--- config.mk ---
export PLATFORM = sky130hd
export DESIGN_NAME = mem_arbiter
export DESIGN_NICKNAME = d
export VERILOG_FILES = /design/src/rtl/mem_arbiter.sv
export SDC_FILE = /design/constraint.sdc
export NUM_CORES = 1
export LEC_CHECK = 0
export BUFFER_PORTS_ARGS = -buffer_cell sky130_fd_sc_hd__buf_4
export CORE_MARGIN = 2
export CORE_UTILIZATION = 42
export DETAILED_ROUTE_END_ITERATION = 7
export HOLD_SLACK_MARGIN = 0.12
export PLACE_DENSITY = 0.79
export SYNTH_ARGS = -nofsm -noshare
export SYNTH_HDL_FRONTEND = slang
export SYNTH_SLANG_ARGS = --single-unit
--- constraint.sdc ---
create_clock -name CLK -period 2.4 [get_ports CLK]
set_input_delay 0.48 -clock CLK [delete_from_list [all_inputs] [get_ports CLK]]
set_output_delay 0.48 -clock CLK [all_outputs]
set_load 0.05 [all_outputs]
--- src/rtl/mem_arbiter.sv ---
// Three-requester arbiter (loader, instruction fetch, data) in front of a single-port
// synchronous memory with 1-cycle read latency. Loader has absolute priority; if/dm alternate.
module mem_arbiter #(
  parameter int unsigned AW = 16,
  parameter int unsigned DW = 16
) (
  input  logic          CLK,
  input  logic          RST,

  input  logic          ld_req,
  input  logic          ld_we,
  input  logic [AW-1:0] ld_addr,
  input  logic [DW-1:0] ld_wdata,
  output logic          ld_ack,

  input  logic          if_req,
  input  logic          if_we,
  input  logic [AW-1:0] if_addr,
  input  logic [DW-1:0] if_wdata,
  output logic          if_ack,

  input  logic          dm_req,
  input  logic          dm_we,
  input  logic [AW-1:0] dm_addr,
  input  logic [DW-1:0] dm_wdata,
  output logic          dm_ack,

  output logic [DW-1:0] rdata,

  output logic          mem_en,
  output logic          mem_we,
  output logic [AW-1:0] mem_addr,
  output logic [DW-1:0] mem_wdata,
  input  logic [DW-1:0] mem_rdata,

  output logic          busy,
  output logic [1:0]    owner
);

  typedef enum logic [1:0] {StIdle, StAccess, StDone} state_e;

  localparam logic [1:0] OwnNone = 2'd0;
  localparam logic [1:0] OwnLd   = 2'd1;
  localparam logic [1:0] OwnIf   = 2'd2;
  localparam logic [1:0] OwnDm   = 2'd3;

  state_e        state_q;
  logic [1:0]    owner_q;
  logic          rr_q;      // 0: favour if, 1: favour dm
  logic          we_q;
  logic [AW-1:0] addr_q;
  logic [DW-1:0] wdata_q;
  logic          mem_en_q;
  logic          mem_we_q;
  logic [2:0]    ack_q;     // {ld, if, dm}

  logic [2:0]    elig;
  logic [1:0]    win;
  logic          sel_we;
  logic [AW-1:0] sel_addr;
  logic [DW-1:0] sel_wdata;

  function automatic logic [2:0] owner_mask(input logic [1:0] o);
    logic [2:0] m;
    case (o)
      OwnLd:   m = 3'b100;
      OwnIf:   m = 3'b010;
      OwnDm:   m = 3'b001;
      default: m = 3'b000;
    endcase
    return m;
  endfunction

  // The owner being acked in DONE is excluded so it must re-arbitrate next time.
  always_comb begin
    elig = {ld_req, if_req, dm_req};
    if (state_q == StDone) begin
      elig = elig & ~owner_mask(owner_q);
    end
    if (elig[2]) begin
      win = OwnLd;
    end else if (elig[1] && elig[0]) begin
      win = rr_q ? OwnDm : OwnIf;
    end else if (elig[1]) begin
      win = OwnIf;
    end else if (elig[0]) begin
      win = OwnDm;
    end else begin
      win = OwnNone;
    end
  end

  always_comb begin
    sel_we    = 1'b0;
    sel_addr  = '0;
    sel_wdata = '0;
    case (win)
      OwnLd: begin
        sel_we    = ld_we;
        sel_addr  = ld_addr;
        sel_wdata = ld_wdata;
      end
      OwnIf: begin
        sel_we    = if_we;
        sel_addr  = if_addr;
        sel_wdata = if_wdata;
      end
      OwnDm: begin
        sel_we    = dm_we;
        sel_addr  = dm_addr;
        sel_wdata = dm_wdata;
      end
      default: ;
    endcase
  end

  always_ff @(posedge CLK or negedge RST) begin
    if (!RST) begin
      state_q  <= StIdle;
      owner_q  <= OwnNone;
      rr_q     <= 1'b0;
      we_q     <= 1'b0;
      addr_q   <= '0;
      wdata_q  <= '0;
      mem_en_q <= 1'b0;
      mem_we_q <= 1'b0;
      ack_q    <= 3'b000;
    end else begin
      mem_en_q <= 1'b0;
      mem_we_q <= 1'b0;
      ack_q    <= 3'b000;
      case (state_q)
        StIdle, StDone: begin
          if (win != OwnNone) begin
            state_q  <= StAccess;
            owner_q  <= win;
            we_q     <= sel_we;
            addr_q   <= sel_addr;
            wdata_q  <= sel_wdata;
            mem_en_q <= 1'b1;
            mem_we_q <= sel_we;
            // Loader grants leave the if/dm pointer alone.
            if (win == OwnIf) begin
              rr_q <= 1'b1;
            end else if (win == OwnDm) begin
              rr_q <= 1'b0;
            end
          end else begin
            state_q <= StIdle;
            owner_q <= OwnNone;
          end
        end
        StAccess: begin
          state_q <= StDone;
          ack_q   <= owner_mask(owner_q);
        end
        default: begin
          state_q <= StIdle;
          owner_q <= OwnNone;
        end
      endcase
    end
  end

  // Read data arrives from memory during DONE, one cycle after the ACCESS strobe.
  always_comb begin
    rdata = '0;
    if (state_q == StDone && !we_q) begin
      rdata = mem_rdata;
    end
  end

  assign ld_ack    = ack_q[2];
  assign if_ack    = ack_q[1];
  assign dm_ack    = ack_q[0];
  assign mem_en    = mem_en_q;
  assign mem_we    = mem_we_q;
  assign mem_addr  = addr_q;
  assign mem_wdata = wdata_q;
  assign busy      = (state_q != StIdle);
  assign owner     = owner_q;

endmodule

# --- Yosys cells after proc, flatten, opt, wreduce, memory -nomap -nowiden ---
# Index checks and enable logic that the tools add are counted.
totals:
  reg_bits: 43
  in_bits: 120
  output_inout_bits: 56
  elab_cells: 52
classes:
  eq_ne: 8
  muxes: 23
  bitwise_logic: 2
  reduce_logical: 10
ops:
  columns: ["operator", "n"]
  rows:
  - ["$pmux W16 S3", 2]
  - ["$mux W16", 1]
  - ["$eq A2 B2 Y1 const B", 5]
  - ["$mux W2", 5]
  - ["$mux W3", 3]
  - ["$pmux W3 S3", 1]
  - ["$mux W1", 8]
  - ["$pmux W2 S2", 2]
  - ["$eq A2 B1 Y1 const B", 3]
  - ["$reduce_bool A2 Y1", 3]
  - ["$and A3 B3 Y3", 1]
  - ["$not A3 Y3", 1]
  - ["$pmux W1 S3", 1]
  - ["$reduce_and A3 Y1", 1]
  - ["$logic_and A1 B1 Y1", 2]
  - ["$logic_not A2 Y1", 1]
  - ["$reduce_and A2 Y1", 1]
  - ["$reduce_or A2 Y1", 1]
  - ["$logic_not A1 Y1", 1]

# --- Depth between registers and ports, before layout ---
depth:
  word_depth: 14
  ltp_mapped: 7
  ltp_nobuf: 5

# --- Worst setup path before layout ---
# Ideal clock, no wire load.
synth_path:
  path_type: "reg2out"
  from: "register mem_en (netlist name)"
  to: "output port rdata[10]"
  arrival_time_ns: 1.713
  required_time_ns: 1.920
  path_slack_ns: 0.207
  path_stages_with_launch: 4
  n_path_buf: 1
  cell_sequence: "dfrtp_1 -> nor3b_1 -> clkbuf_1 -> and2_1"
synth_lines:
  columns: ["element", "line_no", "text"]
  rows:
  - ["end, declared", "28", "output logic [DW-1:0] rdata,"]

==> impl_summary.md <==
Routing
The routed layout has between 2000 and 3000 vias. The count of antenna-violating nets left after detailed routing is 0. After detailed routing, the number of vias per cell comes to 5.17.

The number of remaining DRC errors is 0. The detailed router's first-iteration violation count is 98. The iteration count of the initial detailed-routing pass is 4. The mean routed wirelength per cell is around 15 um. The total wire length is 7950 um.

Clocking
The clock tree from TritonCTS is done. The clock latency of the later-clocked register in the worst-skew pair is 0.29 ns. Hold repair after CTS inserted 0 buffers. TritonCTS created 5 clock buffers.

The count of instances resized after the clock tree is built is 0. CTS placed an instance of sky130_fd_sc_hd__clkbuf_8 at the clock tree root. The number of clock sinks is 42. The H-tree generated during clock tree synthesis spans 2 levels. Clock-pin slew was measured on the worst setup and hold paths at ~0.070 ns. The number of buffers added for setup after CTS is 0.

The clock passes through at most 2 buffers.

GRT
The largest net degree at the start of global routing is 43. The first global-routing pass estimated about 13000 um of wire. The number of global-route vias before repair is between 2000 and 3000.

The global routing usage summed across all routing layers is ~22%. Global routing finished with a remaining overflow of 0. The number of antenna violations at the first check in global routing came to 0.

Synthesis
For this run, asynchronously set or reset flops after synthesis account for 100%. The mapped netlist covers 2640 um2. The per-instance average area after synthesis is a little under 10 um2. The count of flip-flops with a built-in enable after synthesis is 0. The sequential cell area fraction in the yosys report is between 30% and 40%. The number of nets handed over by synthesis was ~390.

Synthesis inferred between 40 and 50 register bits. Synthesis produced 274 cells. The total number of yosys warnings is 0.

The most used flip-flop cell after synthesis is sky130_fd_sc_hd__dfrtp_1. The synthesized netlist contains 32 unique library cells.

Critical path
The data required time at the worst endpoint is between 1.5 and 2 ns. The minimum setup slack among reg-to-reg paths is around 0.4 ns. In this run the critical register-to-register path is captured at mem_wdata[7].

Of all nets on the critical path, the largest fanout is 19. The kind of start point of the critical path is a register. The startpoint identified for the worst register-to-register timing path is owner[1].

The critical path class is reg2out. STA puts the critical path data arrival time at 1.67 ns. STA classifies the critical path endpoint as an output port. The worst register-to-register path has a depth of 5.

Place
After detailed placement, the total cell area comes to 3940 um2. At the end of routability-driven placement, the weighted congestion stood at 0.816. Summed over all nets, the half-perimeter wirelength after detailed placement is between 6000 and 7000 um. In this run the tool buffered the top-level ports with about 180 buffer cells.

STA
The highest clock frequency the design can meet is about 0.46 GHz. The final number of setup-violating endpoints is 0. In this run the tightest slew margin relative to its limit is between 30% and 40%. Subtracting the final worst setup slack from the clock period gives roughly 2.2 ns.

The max-slew violation count is 0. The slew at the pin with the worst max-slew slack is roughly 0.95 ns. The final clock period utilization by the worst path is between 80% and 90%. The final-report hold violation count is 0. Setup repair after global routing left no endpoint under its margin.

The worst hold margin is approximately 0.17 ns. The sum of negative setup slack is 0 ns. On the final layout, the worst clock skew is between 0.003 and 0.004 ns.

Floorplanning
The area of the core region is between 5000 and 6000 um2. In this run the core area contains 28 standard-cell rows. The die boundary height is between 80 and 90 um. The initial core utilization is 44.0%.

The count of pins on the block boundary is 176. The die is about 83 um wide. The floorplan step defined a die boundary enclosing slightly below 7000 um2.

Final layout
Counting the fill cells in the layout gives ~510. The ratio of cells with drive above 1 in the final layout is between 50% and 60%. The library cells used most frequently in the layout, excluding fill and tap cells, are sky130_fd_sc_hd__buf_4, sky130_fd_sc_hd__dfrtp_1, sky130_fd_sc_hd__nor2_1. Leaving out fill and tap cells, the most frequent cell in the layout is sky130_fd_sc_hd__buf_4. The repair_antennas step left the layout with diodes totalling 0. The final design instance area without fill is roughly 4000 um2. At the end of the flow, the number of nets in the layout was roughly 560. The area growth from synthesis to layout is 52.4%.

Worst hold path
The min-delay analysis places its worst path in the category in2async.

Pwr
The standby leakage power is roughly 1.8 nW. The completed layout was analyzed and its total power is 4.96 mW. Across the VDD grid, the largest voltage drop is 0.000659 V.

For this design the ratio of total power to cell area is between 1000 and 1500 nW/um2.

Job
Max-cap violations in this run came to 0.

Outcome
The flow ran to the end, and the final reports show no timing, DRC or antenna violations.
power by group:
group	internal (mW)	switching, mW	total, mW	leakage (nW)
Combinational	1.08	2.18	3.26	1.29
Clock	0.222	0.224	0.446	0.0431
Sequential	1.03	0.213	1.25	0.479
Total	2.33	2.62	4.96	1.82
routing by layer:
| metal | share of wire, % | vias up | GRT usage (%) |
|---|---|---|---|
| li1 | - | 1297 | - |
| met2 | 51 | 107 | 37.8 |
| met1 | 41 | 1261 | 28.6 |
| met4 | 0.88 | 0 | 5.07 |
| met5 | 0 | - | 0 |
| met3 | 7.0 | 7 | 4.67 |
worst max-delay path, cell delays in order (launching register included):
cell and delay [ns]:
sky130_fd_sc_hd__dfrtp_1 0.41, sky130_fd_sc_hd__buf_4 0.21, sky130_fd_sc_hd__nor3b_1 0.21, sky130_fd_sc_hd__buf_4 0.20, sky130_fd_sc_hd__and2_1 0.15, sky130_fd_sc_hd__buf_4 0.20
cells in the mapped netlist (2+ instances only):
library cell               instances  area [um2]
sky130_fd_sc_hd__nor2b_1           2        12.5
sky130_fd_sc_hd__and2_1           16         100
sky130_fd_sc_hd__a21oi_1          34         170
sky130_fd_sc_hd__inv_1             2        7.51
sky130_fd_sc_hd__dfrtp_1          42        1050
sky130_fd_sc_hd__buf_2             5        25.0
sky130_fd_sc_hd__a31oi_2          30         375
sky130_fd_sc_hd__buf_12            4        80.1
sky130_fd_sc_hd__buf_4             5        37.5
sky130_fd_sc_hd__or2_2             2        12.5
sky130_fd_sc_hd__nor2_1           39         146
sky130_fd_sc_hd__nor3b_1           2        15.0
sky130_fd_sc_hd__nand2_2          30         188
sky130_fd_sc_hd__clkbuf_1          7        26.3
sky130_fd_sc_hd__a31oi_1           2        12.5
sky130_fd_sc_hd__o21ai_0          33         165
sky130_fd_sc_hd__nand2_1           3        11.3
sky130_fd_sc_hd__nand3b_1          2        15.0
cell families after synthesis:
kind of cell	synth area share [%]
and+or+nand+nor	21.4
DFF	39.8
muxes	0.569
buffers and inverters	6.69
AOI/OAI and AO/OA	31.5
metrics by stage:
step / utilization (%) / cells / setup slack (ns)
floorplan: - / 274 / 0.207
global placement: 65.7 / 511 / 0.426
detailed placement: 65.7 / 511 / 0.369
CTS: 67.1 / 517 / 0.227
global route: 67.1 / 517 / 0.159
finish: 67.1 / 517 / 0.246
state kept, by name, indices dropped and copies added, names as in the netlist:
signal     flops
mem_wdata     16
rr_q           1
ack_q          3
owner          2
state_q        1
mem_addr      16
mem_we         1
mem_en         1
we_q           1
how the worst max path moves through the flow:
stage                     startpoint            end  cells after the start
after CTS                     mem_en       rdata[5]                      5
after floorplan               mem_en      rdata[10]                      3
after detailed placement      dm_req   mem_wdata[6]                      6
after global placement        dm_req  mem_wdata[10]                      6
after global routing          mem_en       rdata[5]                      5
final                         mem_en       rdata[5]                      5
final cells by class:
class	instances	area [um2]	area share (%)
Tap cell	75	93.8	2.33
Timing Repair Buffer	183	1370	34.2
Multi-Input combinational cell	209	1410	35.1
Sequential cell	42	1050	26.2
Clock buffer	6	82.6	2.05
Inverter	2	7.51	0.187
(Power assumes the default switching activity.)
